===== config.mk =====
export PLATFORM = sky130hd
export DESIGN_NAME = tt_sampler_flat
export DESIGN_NICKNAME = d
export VERILOG_FILES = /design/src/rtl/tt_pkg.sv /design/src/rtl/tt_sampler_if.sv /design/src/rtl/tt_pattern_gen.sv /design/src/rtl/tt_sampler.sv /design/src/flat_wrapper.sv
export SDC_FILE = /design/constraint.sdc
export NUM_CORES = 1
export LEC_CHECK = 0
export ABC_AREA = 1
export CAP_MARGIN = 20
export CORE_ASPECT_RATIO = 1.5
export CORE_MARGIN = 4
export CORE_UTILIZATION = 55
export CTS_CLUSTER_DIAMETER = 120
export DETAILED_ROUTE_END_ITERATION = 16
export PLACE_DENSITY = 0.82
export SLEW_MARGIN = 20
export SYNTH_ARGS = -nofsm -noshare
export SYNTH_HDL_FRONTEND = slang
export SYNTH_SLANG_ARGS = --single-unit

===== constraint.sdc =====
create_clock -name clk -period 3.34 [get_ports clk]
set_input_delay 0.668 -clock clk [delete_from_list [all_inputs] [get_ports clk]]
set_output_delay 0.668 -clock clk [all_outputs]
set_load 0.01 [all_outputs]

===== src/rtl/tt_pkg.sv =====
// Shared types and helpers for the truth-table sampler.
//   tt_state_e   : sweep/stream FSM states
//   tt_width(n)  : truth-table width for n inputs (2**n)
//   map_pattern  : bit k of the netlist input vector for pattern p.
//                  x0 is the MSB of the pattern, so dut_x[k] = p[n-1-k].
package tt_pkg;

  localparam int MAX_IN = 8;

  typedef enum logic [2:0] {
    IDLE,
    APPLY,
    SAMPLE,
    STREAM,
    DONE
  } tt_state_e;

  function automatic int tt_width(input int n);
    return 1 << n;
  endfunction

  function automatic logic map_pattern(input logic [MAX_IN-1:0] p, input int n, input int k);
    logic bit_v;
    bit_v = 1'b0;
    if (k < n) begin
      bit_v = p[3'(n - 1 - k)];
    end
    return bit_v;
  endfunction

endpackage


===== src/rtl/tt_sampler_if.sv =====
// Control and table-word stream bundle of the truth-table sampler.
//   start    : request to begin a sweep (consumer -> sampler)
//   busy     : sweep/stream in progress, including the done cycle
//   done     : one-cycle pulse after the last word is accepted
//   tt_valid : tt_idx/tt_data hold a table word
//   tt_ready : consumer accepts the word on valid & ready
//   tt_idx   : output index j of the current word
//   tt_data  : truth table of f_j, bit p = f_j at pattern p
// master = sampler side, slave = consumer side.
interface tt_sampler_if #(
  parameter int N_IN  = 3,
  parameter int N_OUT = 2
);
  localparam int TW    = tt_pkg::tt_width(N_IN);
  localparam int IDX_W = (N_OUT > 1) ? $clog2(N_OUT) : 1;

  logic             start;
  logic             busy;
  logic             done;
  logic             tt_valid;
  logic             tt_ready;
  logic [IDX_W-1:0] tt_idx;
  logic [TW-1:0]    tt_data;

  modport master (
    input  start, tt_ready,
    output busy, done, tt_valid, tt_idx, tt_data
  );

  modport slave (
    output start, tt_ready,
    input  busy, done, tt_valid, tt_idx, tt_data
  );

endinterface


===== src/rtl/tt_pattern_gen.sv =====
// Pattern and settle counters of the truth-table sampler.
//   clk, rst_n   : clock, asynchronous active-low reset
//   clr_i        : restart at pattern 0 (sweep accepted)
//   apply_i      : FSM is in APPLY, settle counter runs
//   advance_i    : step to the next pattern (leaving SAMPLE)
//   drive_i      : drive the mapped pattern onto dut_x (else 0)
//   dut_x_o      : netlist input vector
//   sample_en_o  : last settle cycle of APPLY, SAMPLE comes next
//   last_o       : current pattern is the final one
//   p_o          : current pattern index
module tt_pattern_gen
  import tt_pkg::*;
#(
  parameter int N_IN   = 3,
  parameter int SETTLE = 1
) (
  input  logic            clk,
  input  logic            rst_n,
  input  logic            clr_i,
  input  logic            apply_i,
  input  logic            advance_i,
  input  logic            drive_i,
  output logic [N_IN-1:0] dut_x_o,
  output logic            sample_en_o,
  output logic            last_o,
  output logic [N_IN-1:0] p_o
);

  localparam int SW = (SETTLE > 1) ? $clog2(SETTLE + 1) : 1;
  localparam logic [SW-1:0]   SETTLE_LAST = SW'(SETTLE - 1);
  localparam logic [N_IN-1:0] P_LAST      = '1;

  logic [N_IN-1:0] p_q, p_d;
  logic [SW-1:0]   settle_q, settle_d;

  assign sample_en_o = apply_i && (settle_q == SETTLE_LAST);
  assign last_o      = (p_q == P_LAST);
  assign p_o         = p_q;

  always_comb begin
    p_d      = p_q;
    settle_d = settle_q;
    if (clr_i) begin
      p_d      = '0;
      settle_d = '0;
    end else begin
      if (apply_i) begin
        // Counter rearms itself on the way out so the next APPLY starts at 0.
        settle_d = sample_en_o ? '0 : settle_q + 1'b1;
      end
      // Terminal compare in the FSM keeps p from ever wrapping.
      if (advance_i) begin
        p_d = p_q + 1'b1;
      end
    end
  end

  always_comb begin
    dut_x_o = '0;
    if (drive_i) begin
      for (int k = 0; k < N_IN; k++) begin
        dut_x_o[k] = map_pattern(MAX_IN'(p_q), N_IN, k);
      end
    end
  end

  always_ff @(posedge clk or negedge rst_n) begin
    if (!rst_n) begin
      p_q      <= '0;
      settle_q <= '0;
    end else begin
      p_q      <= p_d;
      settle_q <= settle_d;
    end
  end

endmodule


===== src/rtl/tt_sampler.sv =====
// Truth-table sampler: sweeps every input vector of a combinational
// netlist, waits SETTLE cycles, samples all outputs, then streams one
// truth-table word per output.
//   clk, rst_n : clock, asynchronous active-low reset
//   bus        : start/busy/done and tt_valid/tt_ready/tt_idx/tt_data stream
//   dut_x      : input vector driven to the netlist (dut_x[k] = x_k)
//   dut_f      : netlist outputs (dut_f[j] = f_j)
module tt_sampler
  import tt_pkg::*;
#(
  parameter int N_IN   = 3,
  parameter int N_OUT  = 2,
  parameter int SETTLE = 1
) (
  input  logic             clk,
  input  logic             rst_n,
  tt_sampler_if.master     bus,
  output logic [N_IN-1:0]  dut_x,
  input  logic [N_OUT-1:0] dut_f
);

  localparam int TW    = tt_width(N_IN);
  localparam int IDX_W = (N_OUT > 1) ? $clog2(N_OUT) : 1;
  localparam logic [IDX_W-1:0] J_LAST = IDX_W'(N_OUT - 1);

  tt_state_e        state_q, state_d;
  logic [IDX_W-1:0] j_q, j_d;
  logic [TW-1:0]    table_q [N_OUT];

  logic            clr;
  logic            advance;
  logic            sample_en;
  logic            last;
  logic [N_IN-1:0] p;

  tt_pattern_gen #(
    .N_IN   (N_IN),
    .SETTLE (SETTLE)
  ) u_pattern_gen (
    .clk         (clk),
    .rst_n       (rst_n),
    .clr_i       (clr),
    .apply_i     (state_q == APPLY),
    .advance_i   (advance),
    .drive_i     ((state_q == APPLY) || (state_q == SAMPLE)),
    .dut_x_o     (dut_x),
    .sample_en_o (sample_en),
    .last_o      (last),
    .p_o         (p)
  );

  always_comb begin
    state_d = state_q;
    j_d     = j_q;
    clr     = 1'b0;
    advance = 1'b0;
    unique case (state_q)
      IDLE: begin
        if (bus.start) begin
          clr     = 1'b1;
          state_d = APPLY;
        end
      end
      APPLY: begin
        if (sample_en) begin
          state_d = SAMPLE;
        end
      end
      SAMPLE: begin
        if (last) begin
          j_d     = '0;
          state_d = STREAM;
        end else begin
          advance = 1'b1;
          state_d = APPLY;
        end
      end
      STREAM: begin
        if (bus.tt_ready) begin
          if (j_q == J_LAST) begin
            state_d = DONE;
          end else begin
            j_d = j_q + 1'b1;
          end
        end
      end
      DONE: begin
        state_d = IDLE;
      end
      default: begin
        state_d = IDLE;
      end
    endcase
  end

  always_ff @(posedge clk or negedge rst_n) begin
    if (!rst_n) begin
      state_q <= IDLE;
      j_q     <= '0;
    end else begin
      state_q <= state_d;
      j_q     <= j_d;
    end
  end

  // dut_f is only looked at here, so glitches while settling are harmless.
  always_ff @(posedge clk or negedge rst_n) begin
    if (!rst_n) begin
      for (int j = 0; j < N_OUT; j++) begin
        table_q[j] <= '0;
      end
    end else if (state_q == SAMPLE) begin
      for (int j = 0; j < N_OUT; j++) begin
        table_q[j][p] <= dut_f[j];
      end
    end
  end

  // Word select by compare rather than indexing keeps N_OUT=1 legal.
  always_comb begin
    bus.tt_data = '0;
    if (state_q == STREAM) begin
      for (int j = 0; j < N_OUT; j++) begin
        if (j_q == IDX_W'(j)) begin
          bus.tt_data = table_q[j];
        end
      end
    end
  end

  assign bus.tt_valid = (state_q == STREAM);
  assign bus.tt_idx   = (state_q == STREAM) ? j_q : '0;
  assign bus.busy     = (state_q != IDLE);
  assign bus.done     = (state_q == DONE);

endmodule


===== src/flat_wrapper.sv =====
// flat-port wrapper written by rule: the top's interface ports become plain ports
module tt_sampler_flat import tt_pkg::*;
#(
  parameter int N_IN   = 3,
  parameter int N_OUT  = 2,
  parameter int SETTLE = 1
)
  (clk, rst_n, dut_x, dut_f, bus_start, bus_tt_ready, bus_busy, bus_done, bus_tt_valid, bus_tt_idx, bus_tt_data);
  tt_sampler_if #(.N_IN(N_IN), .N_OUT(N_OUT)) bus_i ();
  input  logic clk;
  input  logic rst_n;
  output logic [N_IN-1:0] dut_x;
  input  logic [N_OUT-1:0] dut_f;
  input wire logic [$bits(bus_i.start)-1:0] bus_start;
  input wire logic [$bits(bus_i.tt_ready)-1:0] bus_tt_ready;
  output wire logic [$bits(bus_i.busy)-1:0] bus_busy;
  output wire logic [$bits(bus_i.done)-1:0] bus_done;
  output wire logic [$bits(bus_i.tt_valid)-1:0] bus_tt_valid;
  output wire logic [$bits(bus_i.tt_idx)-1:0] bus_tt_idx;
  output wire logic [$bits(bus_i.tt_data)-1:0] bus_tt_data;
  assign bus_i.start = bus_start;
  assign bus_i.tt_ready = bus_tt_ready;
  assign bus_busy = bus_i.busy;
  assign bus_done = bus_i.done;
  assign bus_tt_valid = bus_i.tt_valid;
  assign bus_tt_idx = bus_i.tt_idx;
  assign bus_tt_data = bus_i.tt_data;
  tt_sampler #(.N_IN(N_IN), .N_OUT(N_OUT), .SETTLE(SETTLE)) u_core (.clk(clk), .rst_n(rst_n), .bus(bus_i), .dut_x(dut_x), .dut_f(dut_f));
endmodule

# After elaboration in Yosys (flattened, before gate mapping)

Index checks and enable logic that the tools add are counted.

Register bits after elaboration: 24
Bits of input ports: 6
Word-level logic and storage cells: 59

Add/sub/neg operators: 3
Order comparisons: 2
Equality and inequality tests: 10
Muxes and demuxes: 27
Bitwise logic cells: 1
Reductions and logical operators: 10

Operator list:

| operator                                               | number |
|---|---|
| 2-to-1 mux 3 bit                                       | 7 |
| bitwise mux 8 bit                                      | 2 |
| 2-to-1 mux 8 bit                                       | 2 |
| 2-to-1 mux 1 bit                                       | 12 |
| case mux 3 bit (4 select lines)                        | 1 |
| == test 3 x 2 -> 1 bit (second input constant)         | 2 |
| == test 3 bit (second input constant)                  | 2 |
| inequality test 2 x 1 -> 1 bit (second input constant) | 3 |
| nonzero test 2 bit                                     | 3 |
| < comparator 3 x 4 -> 1 bit (second input constant)    | 1 |
| inequality test 2 bit (second input constant)          | 2 |
| AND reduction 4 bit                                    | 1 |
| adder 3 x 1 -> 3 bit (second input constant)           | 1 |
| demux 1 bit (select 3 bit)                             | 1 |
| == test 3 x 1 -> 1 bit (second input constant)         | 1 |
| >= comparator 3 x 1 -> 1 bit (second input constant)   | 1 |
| logical NOT 3 bit                                      | 1 |
| AND reduction 3 bit                                    | 1 |
| nonzero test 3 bit                                     | 1 |
| adder 1 bit (second input constant)                    | 2 |
| logical AND 1 bit                                      | 2 |
| 2-to-1 mux 2 bit                                       | 1 |
| case mux 1 bit (2 select lines)                        | 1 |
| logical OR 1 bit                                       | 1 |
| inverter 1 bit                                         | 1 |

# Longest topological paths before layout

Gate-level depths: netlist of the first run.

Word-level depth: 5
Gate-level depth with buffers: 7

# Cells and area by module

From an unflattened synthesis of the first run, not the netlist that was laid out.

Cell total of the unflattened synthesis: 170
Area, all modules: 1268.7 um^2

By module, submodules not included:

| module         | instances | cells an instance | area an instance (um^2) | seq. area each (um^2) |
|---|---|---|---|---|
| tt_sampler     | 1         | 142               | 1058.5                  | 500.5 |
| tt_pattern_gen | 1         | 28                | 210.2                   | 100.1 |

# Least setup slack after synthesis of the first run

No wires, ideal clock.

Kind: reg2out
Start point: register u_core.state_q[1]
End point: output bus_tt_data[0]
Arrival: 1.069 ns
Slack: 1.603 ns
Stages on the path, launching flop included: 8
Cells stage by stage: dfrtp_1 > buf_2 > nand2_1 > nor2_2 > nand2_2 > nor2_1 > a21oi_1 > inv_1

Cells in the longest elaborated chain, start to end: 2

Ends and longest elaborated chain:

| what                   | RTL line           | source |
|---|---|---|
| start, declared        | tt_sampler.sv:26   | `tt_state_e state_q, state_d;` |
| start signal, assigned | tt_sampler.sv:101  | `state_q <= state_d;` |
| == test 3 x 2 -> 1 bit | n/a                |  |
| named net bus_tt_valid | flat_wrapper.sv:18 | `output wire logic [$bits(bus_i.tt_valid)-1:0] bus_tt_valid;` |
| 2-to-1 mux 8 bit       | tt_sampler.sv:122  | `if (state_q == STREAM) begin` |
| end, declared          | flat_wrapper.sv:20 | `output wire logic [$bits(bus_i.tt_data)-1:0] bus_tt_data;` |

The timed path passes the listed nets, and every way through them passes these cells.

# Worst setup path in the final report of the first run

Start point: register u_core.state_q[1]
End point: output bus_tt_data[0]

Cells in the longest elaborated chain, start to end: 2

Ends and longest elaborated chain:

| what                   | RTL line |
|---|---|
| == test 3 x 2 -> 1 bit | tt_sampler.sv:122 |
| 2-to-1 mux 8 bit       | tt_sampler.sv:122 |

No other way between the ends.

==> flow_metrics.py, run 1 <==
metrics = {
    "floorplan": {
        "pin_count": 21,
        "initial_utilization": 0.590,
        "core-area_sq_um": 2080,
        "die_y_microns": 65.8,
        "fp-row-count": 20,
        "die_area_sq_um": 3060,
        "die_x_microns": 46.5,
    },
    "cells_and_area": {
        "drive_above_1_share": 0.0718,
        "fin_util": 0.718,
        "area_delta_synth_final_pct": 21.8,
        "nets": 190,
        "nFillCells": 189,
        "final_cell_mix": "nand2_1, inv_1, dfrtp_1, clkdlybuf4s50_1, nor2_1",
        "layout_commonest_cell": "nand2_1",
        "antenna_cells": 0,
    },
    "worst_setup_path": {
        "regToRegStartpoint": "u_core.u_pattern_gen.p_o[0]$_DFFE_PN0P_",
        "endpoint_kind": "output pin",
        "reg2reg_to": "u_core.u_pattern_gen.p_o[0]$_DFFE_PN0P_",
        "cp_max_fo": 9,
        "worstPathCellList": "nand3_1 -> nor2_4 -> a21oi_1 -> inv_1 -> clkdlybuf4s50_1",
        "cp-start-kind": "flip-flop",
        "endpoint": "bus_tt_data[0]",
        "critPathMaxStageDelay_ns": 0.53,
        "critPathRequiredTime_ns": 2.67,
        "ff2ff_path_depth": 6,
        "slowest_stage": "dfrtp_1",
        "rrSetupSlack_ns": 1.99,
        "crit_start": "u_core.state_q[1]$_DFFE_PN0P_",
        "path_class": "reg2out",
        "crit_arrival_ns": 2.01,
    },
    "timing": {
        "setup_ws_ns": 0.663,
        "fmax_mhz": 374,
        "worst-slew-pin-transition_ns": 0.298,
        "finalSetupTns_ns": 0,
        "final-max-slew-violation-count": 0,
        "rsz0062_at_grt": "false",
        "finalHoldViolCount": 0,
        "fin_crit_ns": 2.68,
        "fin_crit_sh": 0.801,
        "hold_slack_ns": 0.506,
        "clock_skew_ns": 0.00687,
        "relSlewSlack": 0.801,
        "setup_violations": 0,
    },
    "clock_tree": {
        "cts_resized": 0,
        "cts_made_buffers": 3,
        "post_cts_buffers": 0,
        "cts_max_level": 1,
        "clock-sinks": 24,
        "clk_pin_slew_ns": 0.13,
        "cts-root-buf": "clkbuf_4",
        "cts_hold_buf": 0,
        "cts_tree": "yes",
        "cts_buffer_depth": 2,
        "worstSkewPairLatency_ns": 0.31,
    },
    "power": {
        "ir_drop_v": 0.000491,
        "power_density_nw_per_um2": 818,
        "p_leak_uw": 0.000824,
    },
    "worst_hold_path": {
        "hold_class": "reg2reg",
    },
    "logic_synthesis": {
        "ys_ff_latch": 24,
        "synth_cells": 157,
        "syn-num-nets": 165,
        "yosys_warnings": 0,
        "netlist_area_sq_um": 1220,
        "syn_avg_cell_area_sq_um": 7.80,
        "ys_types": 19,
        "synth.yosys.seq_area_share": 0.490,
    },
    "place": {
        "port_buffers": 20,
        "place.gp.congestion": 0.878,
        "dpl.hpwl_mm": 1.84,
        "place_ws_ns": 1.01,
    },
    "grt": {
        "grt_max_degree": 25,
        "grt.overflow.total": 0,
        "grt_pass1_vias": 1019,
        "grt.total_usage": 0.186,
        "grt_pass1_wl_mm": 4.14,
        "antenna_found_initial": 0,
    },
    "detailed_routing": {
        "via_per_inst": 5.09,
        "drt-total-wl_mm": 2.37,
        "vias": 1033,
        "dr.first_iter.drc_count": 27,
        "first_pass_iters": 4,
        "routedWlPerCell_microns": 11.7,
        "drc": 0,
        "ant_nets": 0,
    },
    "flow_run": {
        "maxCapViolCount": 0,
    },
    "status": {
        "status": "complete, no violations",
    },
}
## routing by layer
metal  vias up  global-route usage  share of wire  routed length [microns]
li1        538                   -              -                        -
met1       479               0.190           0.41                      978
met2        14               0.333           0.54                     1290
met3         2              0.0300          0.037                       88
met4         0               0.110         0.0084                       20
met5         -                   0              0                        0
## report_power, final
| group | internal [uW] | leakage [uW] | total [uW] | switching [uW] |
|---|---|---|---|---|
| clock network | 66.5 | 0.0000210 | 149 | 82.1 |
| logic | 248 | 0.000522 | 558 | 311 |
| registers | 413 | 0.000281 | 513 | 99.8 |
## cells by family after synthesis
kind of cell,share of synthesized area
adder cells (fa/ha/maj),0.0204
AND/OR/NAND/NOR,0.259
flip-flops,0.490
buffers and inverters,0.102
AO/OA/AOI/OAI,0.128
## through the flow
stage | cell area, sq um | power (uW) | instances
detailed placement | 1460 | 1080 | 199
global placement | 1460 | 1050 | 199
finish | 1490 | 1220 | 203
CTS | 1490 | 1230 | 203
floorplan | 1220 | 866 | 157
global route | 1490 | 1340 | 203
## cell usage after synthesis (all sizes together)
library cell  count  area, sq um
buf               1         5.00
nand3             5         25.0
nand3b            2         15.0
a21oi             8         40.0
inv              32          120
dfrtp            24          601
and3              1         6.26
nor3              1         5.00
nor3b             1         7.51
nor2             20          108
o21ai            22          110
a31oi             1         6.26
ha                2         25.0
nand2            37          151
## cell type report
type,instances,area [sq um],area share
Tap cell,22,27.5,0.0185
Clock buffer,4,36.3,0.0243
Timing Repair Buffer,21,208,0.139
Multi-Input combinational cell,100,499,0.335
Sequential cell,24,601,0.403
Inverter,32,120,0.0805
## state kept, by name, summed over array words and instances (netlist names)
signal                         flops
u_core.table_q                    16
u_core.state_q                     3
u_core.u_pattern_gen.p_o           3
u_core.j_q                         1
u_core.u_pattern_gen.settle_q      1
## worst min-delay path by stage
stage / startpoint / end / slack [ns] / cells after the start
CTS: u_core.table_q[7]$_DFFE_PN0P_ / u_core.table_q[7]$_DFFE_PN0P_ / 0.51 / 2
floorplan: rst_n / u_core.j_q$_DFFE_PN0P_ / 0.37 / 0
global route: u_core.table_q[7]$_DFFE_PN0P_ / u_core.table_q[7]$_DFFE_PN0P_ / 0.53 / 2
detailed placement: u_core.table_q[7]$_DFFE_PN0P_ / u_core.table_q[7]$_DFFE_PN0P_ / 0.47 / 2
finish: u_core.table_q[7]$_DFFE_PN0P_ / u_core.table_q[7]$_DFFE_PN0P_ / 0.51 / 2
global placement: u_core.table_q[15]$_DFFE_PN0P_ / u_core.table_q[15]$_DFFE_PN0P_ / 0.47 / 2
## worst max-delay path, delay by kind of cell, from the launching register on
kind | cells | cell delay [ns]
buf+inv | 2 | 0.59
flops | 1 | 0.53
simple gates | 2 | 0.49
compound gates | 1 | 0.10
Power figures use the tool's default switching activity.
==> inputs of run 2 (changes only) <==
--- a/config.mk
+++ b/config.mk
@@ -9,10 +9,10 @@
 export CAP_MARGIN = 20
 export CORE_ASPECT_RATIO = 1.5
 export CORE_MARGIN = 4
-export CORE_UTILIZATION = 55
+export CORE_UTILIZATION = 46
 export CTS_CLUSTER_DIAMETER = 120
 export DETAILED_ROUTE_END_ITERATION = 16
-export PLACE_DENSITY = 0.82
+export PLACE_DENSITY = 0.74
 export SLEW_MARGIN = 20
 export SYNTH_ARGS = -nofsm -noshare
 export SYNTH_HDL_FRONTEND = slang
==> constraint.sdc (replaced) <==
create_clock -name clk -period 2.35 [get_ports clk]
set_input_delay 0.47 -clock clk [delete_from_list [all_inputs] [get_ports clk]]
set_output_delay 0.47 -clock clk [all_outputs]
set_load 0.01 [all_outputs]
==> flow_metrics.py, run 2 (synthesized netlist as in run 1, its figures left out) <==
metrics = {
    "floorplan": {
        "fp-row-count": 22,
        "pin_count": 21,
        "die_area_sq_um": 3570,
        "die_y_microns": 71.2,
        "core-area_sq_um": 2500,
        "initial_utilization": 0.489,
        "die_x_microns": 50.1,
    },
    "power": {
        "power_density_nw_per_um2": 1160,
        "share_comb_of_total_power": 0.492,
        "p_leak_uw": 0.00103,
        "intPower_uw": 1110,
        "p_switching_uw": 777,
        "ir_drop_v": 0.000767,
        "switching_share": 0.412,
        "p_total_uw": 1880,
        "pwr-share-seq": 0.393,
        "pwr-share-clk": 0.115,
    },
    "timing": {
        "setup_violations": 0,
        "fmax_mhz": 440,
        "relSlewSlack": 0.803,
        "fin_crit_sh": 0.967,
        "clock_skew_ns": 0.00847,
        "worst-slew-pin-transition_ns": 0.293,
        "finalHoldViolCount": 0,
        "fin_crit_ns": 2.27,
        "setup_ws_ns": 0.0781,
        "rsz0062_at_grt": "true",
        "final-max-slew-violation-count": 0,
    },
    "grt": {
        "grt_max_degree": 25,
        "antenna_found_initial": 0,
        "grt.total_usage": 0.161,
        "grt_pass1_wl_mm": 4.53,
        "grt_pass1_vias": 1052,
        "grt.overflow.total": 0,
    },
    "cells_and_area": {
        "seq_area_sq_um": 604,
        "antenna_cells": 0,
        "multi_input_area_sq_um": 538,
        "regMostFlops": "u_core.table_q",
        "layout_commonest_cell": "nand2_1",
        "final_cell_mix": "nand2_1, inv_1, dfrtp_1, nor2_1, o21ai_1",
        "drive_above_1_share": 0.149,
        "nFillCells": 209,
        "area_delta_synth_final_pct": 32.7,
        "largest_reg_flops": 16,
        "nets": 197,
    },
    "worst_hold_path": {
        "hold_class": "in2async",
    },
    "detailed_routing": {
        "drt-total-wl_mm": 2.66,
        "ant_nets": 0,
        "via_per_inst": 4.81,
        "dr.first_iter.drc_count": 43,
        "vias": 1078,
        "routedWlPerCell_microns": 11.9,
        "drc": 0,
        "first_pass_iters": 4,
    },
    "worst_setup_path": {
        "path_class": "reg2out",
        "cp_max_fo": 4,
        "crit_arrival_ns": 1.80,
        "cp-start-kind": "flip-flop",
        "endpoint_kind": "output pin",
        "critPathRequiredTime_ns": 1.88,
    },
    "clock_tree": {
        "cts-root-buf": "clkbuf_4",
        "clock-sinks": 24,
        "cts_max_level": 1,
        "cts_made_buffers": 3,
        "cts_tree": "yes",
        "worstSkewPairLatency_ns": 0.31,
        "clk_pin_slew_ns": 0.13,
        "cts_buffer_depth": 2,
    },
    "place": {
        "place.gp.congestion": 0.849,
        "place_ws_ns": 0.243,
        "dpl.hpwl_mm": 1.86,
        "port_buffers": 20,
    },
    "flow_run": {
        "maxCapViolCount": 0,
    },
    "status": {
        "status": "complete, no violations",
    },
}
## run 2: layer usage
layer / share of wire / GRT usage
met5: 0 / 0
met4: 0.011 / 0.0646
met3: 0.028 / 0.0274
met2: 0.55 / 0.295
met1: 0.41 / 0.179
## run 2: path summary, 6_finish.rpt
check | start | to | slack [ns] | depth (start not counted)
max | u_core.state_q[2]$_DFFE_PN0P_ | bus_tt_data[1] | 0.08 | 6
min | rst_n | u_core.state_q[2]$_DFFE_PN0P_ | 0.49 | 2
max reg2reg | u_core.u_pattern_gen.p_o[0]$_DFFE_PN0P_ | u_core.u_pattern_gen.p_o[0]$_DFFE_PN0P_ | 1.01 | 6
min reg2reg | u_core.table_q[15]$_DFFE_PN0P_ | u_core.table_q[15]$_DFFE_PN0P_ | 0.51 | 2
max in group asynchronous | rst_n | u_core.state_q[1]$_DFFE_PN0P_ | 1.61 | 2
min in group clk | u_core.table_q[15]$_DFFE_PN0P_ | u_core.table_q[15]$_DFFE_PN0P_ | 0.51 | 2
## run 2: repair_timing
item                       4_1_cts  5_1_grt
pin swaps                        3        1
hold buffers                     0        0
setup endpoints to repair       12       11
gates cloned                     1        0
gates resized for setup          6       16
buffers inserted                 4        2
## run 2: area by class of cell
cell class | instances | area share
repair buffers | 27 | 0.171
clock buffers | 4 | 0.0223
multi-input cells | 101 | 0.331
flip-flops and latches | 24 | 0.372
well taps | 36 | 0.0277
inverters | 32 | 0.0762
## run 2: worst max-delay path: stages, from the launching register on
cell and delay [ns]:
dfrtp_2 0.49, inv_2 0.10, nand3_4 0.11, nor2_4 0.14
a21oi_1 0.08, inv_1 0.05, clkdlybuf4s50_1 0.52
## run 2: power by group through the flow
| stage | clock network, uW | registers, uW | logic (uW) |
|---|---|---|---|
| 2_1_floorplan | 0 | 690 | 541 |
| 3_3_place_gp | 0 | 728 | 779 |
| 3_5_place_dp | 0 | 739 | 800 |
| 4_1_cts | 225 | 729 | 903 |
| 5_1_grt | 242 | 757 | 1050 |
| 6_report | 217 | 740 | 927 |
## run 2: stage by stage
stage          hold slack (ns)  cell area (sq um)   util  cells  setup TNS (ns)
4_1_cts                  0.498               1570  0.625    222               0
6_report                 0.490               1630  0.649    224               0
3_5_place_dp             0.480               1470  0.588    213               0
2_1_floorplan            0.174               1220      -    157               0
5_1_grt                  0.488               1630  0.649    224        -0.00662
3_3_place_gp             0.469               1470  0.588    213               0
==> inputs of run 3 (changes only) <==
--- a/config.mk
+++ b/config.mk
@@ -6,14 +6,14 @@
 export NUM_CORES = 1
 export LEC_CHECK = 0
 export ABC_AREA = 1
+export ABC_CLOCK_PERIOD_IN_PS = 2350
 export CAP_MARGIN = 20
-export CORE_ASPECT_RATIO = 1.5
 export CORE_MARGIN = 4
 export CORE_UTILIZATION = 46
 export CTS_CLUSTER_DIAMETER = 120
 export DETAILED_ROUTE_END_ITERATION = 16
 export PLACE_DENSITY = 0.74
-export SLEW_MARGIN = 20
+export SLEW_MARGIN = 10
 export SYNTH_ARGS = -nofsm -noshare
 export SYNTH_HDL_FRONTEND = slang
 export SYNTH_SLANG_ARGS = --single-unit
==> flow_metrics.py, run 3 (synthesized netlist as in run 1, its figures left out) <==
metrics = {
    "clock_tree": {
        "cts_made_buffers": 3,
        "cts-root-buf": "clkbuf_4",
        "clock-sinks": 24,
        "worstSkewPairLatency_ns": 0.31,
        "cts_buffer_depth": 2,
        "clk_pin_slew_ns": 0.13,
        "cts_max_level": 1,
        "cts_tree": "yes",
    },
    "cells_and_area": {
        "antenna_cells": 0,
        "layout_commonest_cell": "nand2_1",
        "regMostFlops": "u_core.table_q",
        "nets": 201,
        "drive_above_1_share": 0.167,
        "final-instance-count-excl-fill": 222,
        "final_cell_mix": "nand2_1, inv_1, dfrtp_1, nor2_1, o21ai_1",
        "largest_reg_flops": 16,
        "area_delta_synth_final_pct": 34.8,
    },
    "worst_setup_path": {
        "crit_arrival_ns": 1.82,
        "critPathMaxStageDelay_ns": 0.56,
        "endpoint_kind": "output pin",
        "cp-start-kind": "flip-flop",
        "worstPathCellList": "buf_4 -> inv_2 -> nand3_4 -> nor2_4 -> clkdlybuf4s50_1",
        "critPathRequiredTime_ns": 1.88,
        "slowest_stage": "clkdlybuf4s50_1",
        "path_class": "reg2out",
        "cp_max_fo": 4,
    },
    "floorplan": {
        "pin_count": 21,
        "die_y_microns": 59.6,
        "die_area_sq_um": 3550,
        "die_x_microns": 59.6,
        "core-area_sq_um": 2500,
        "fp-row-count": 18,
        "initial_utilization": 0.490,
    },
    "detailed_routing": {
        "vias": 1109,
        "ant_nets": 0,
        "drt-total-wl_mm": 2.71,
        "drc": 0,
        "dr.first_iter.drc_count": 45,
        "via_per_inst": 5.00,
        "first_pass_iters": 4,
        "routedWlPerCell_microns": 12.2,
    },
    "grt": {
        "grt_max_degree": 25,
        "antenna_found_initial": 0,
        "grt.overflow.total": 0,
        "grt.total_usage": 0.172,
        "grt_pass1_wl_mm": 4.68,
        "grt_pass1_vias": 1076,
    },
    "status": {
        "status": "complete, no violations",
    },
    "timing": {
        "setup_violations": 0,
        "fin_crit_sh": 0.973,
        "relSlewSlack": 0.784,
        "fin_crit_ns": 2.29,
        "finalSetupTns_ns": 0,
        "fmax_mhz": 438,
        "worst-slew-pin-transition_ns": 0.320,
        "final-max-slew-violation-count": 0,
        "clock_skew_ns": 0.00698,
        "finalHoldViolCount": 0,
    },
    "power": {
        "p_leak_uw": 0.00101,
        "ir_drop_v": 0.000664,
        "power_density_nw_per_um2": 1180,
    },
    "worst_hold_path": {
        "hold_class": "in2async",
    },
    "place": {
        "dpl.hpwl_mm": 1.88,
        "place.gp.congestion": 0.774,
        "port_buffers": 20,
        "dp_cells": 207,
    },
    "flow_run": {
        "maxCapViolCount": 0,
    },
}
==> run 3: worst paths after layout <==
kind / start / slack (ns) / end / cells after the start
setup / recovery: u_core.state_q[2]$_DFFE_PN0P_ / 0.06 / bus_tt_idx / 5
hold / removal: rst_n / 0.49 / u_core.state_q[2]$_DFFE_PN0P_ / 2
setup reg to reg: u_core.u_pattern_gen.p_o[0]$_DFFE_PN0P_ / 0.99 / u_core.u_pattern_gen.p_o[0]$_DFFE_PN0P_ / 6
hold reg to reg: u_core.table_q[7]$_DFFE_PN0P_ / 0.50 / u_core.table_q[7]$_DFFE_PN0P_ / 2
max in group asynchronous: rst_n / 1.61 / u_core.state_q[1]$_DFFE_PN0P_ / 2
min in group clk: u_core.table_q[7]$_DFFE_PN0P_ / 0.50 / u_core.table_q[7]$_DFFE_PN0P_ / 2
==> run 3: layout make-up <==
type	instances	area, sq um
fill	221	848
sequential	24	604
multi-input combinational	101	538
timing repair buffer	31	315
inverter	32	120
tap	30	37.5
clock buffer	4	36.3
==> run 3: repair_timing <==
item | 4_1_cts | 5_1_grt
gates resized for setup | 12 | 10
cloned | 1 | 0
pin swaps | 2 | 2
endpoints found under the setup margin | 12 | 9
hold buffers | 0 | 0
setup buffers | 7 | 3
==> run 3: worst max-delay path, delay by kind of cell, from the launching register on <==
family / cells / cell delay [ns]
buf+inv: 3 / 0.78
simple gates: 2 / 0.25
flops: 1 / 0.47
==> run 3: metal layers <==
metal  GRT usage  routed length, microns  up-vias  part of all wire
met5           0                       0        -                 0
met4      0.0380                      14        0            0.0052
met3      0.0196                     120        2             0.044
met2       0.307                    1390       24              0.51
met1       0.222                    1190      522              0.44
li1            -                       -      561                 -
==> run 3: stage by stage <==
step                utilization  power, uW  area [sq um]  hold WS [ns]  setup slack [ns]
floorplan                     -       1230          1220         0.174             0.811
CTS                       0.645       1940          1610         0.501           0.00693
detailed placement        0.586       1540          1470         0.472             0.229
global placement          0.586       1510          1470         0.468             0.264
global route              0.661       2130          1650         0.507         -0.000771
finish                    0.661       1950          1650         0.494            0.0643
==> run 3: report_power, final <==
group	internal (uW)	switching [uW]	total (uW)
clock network	94.5	120	214
logic	475	533	1010
registers	592	135	727
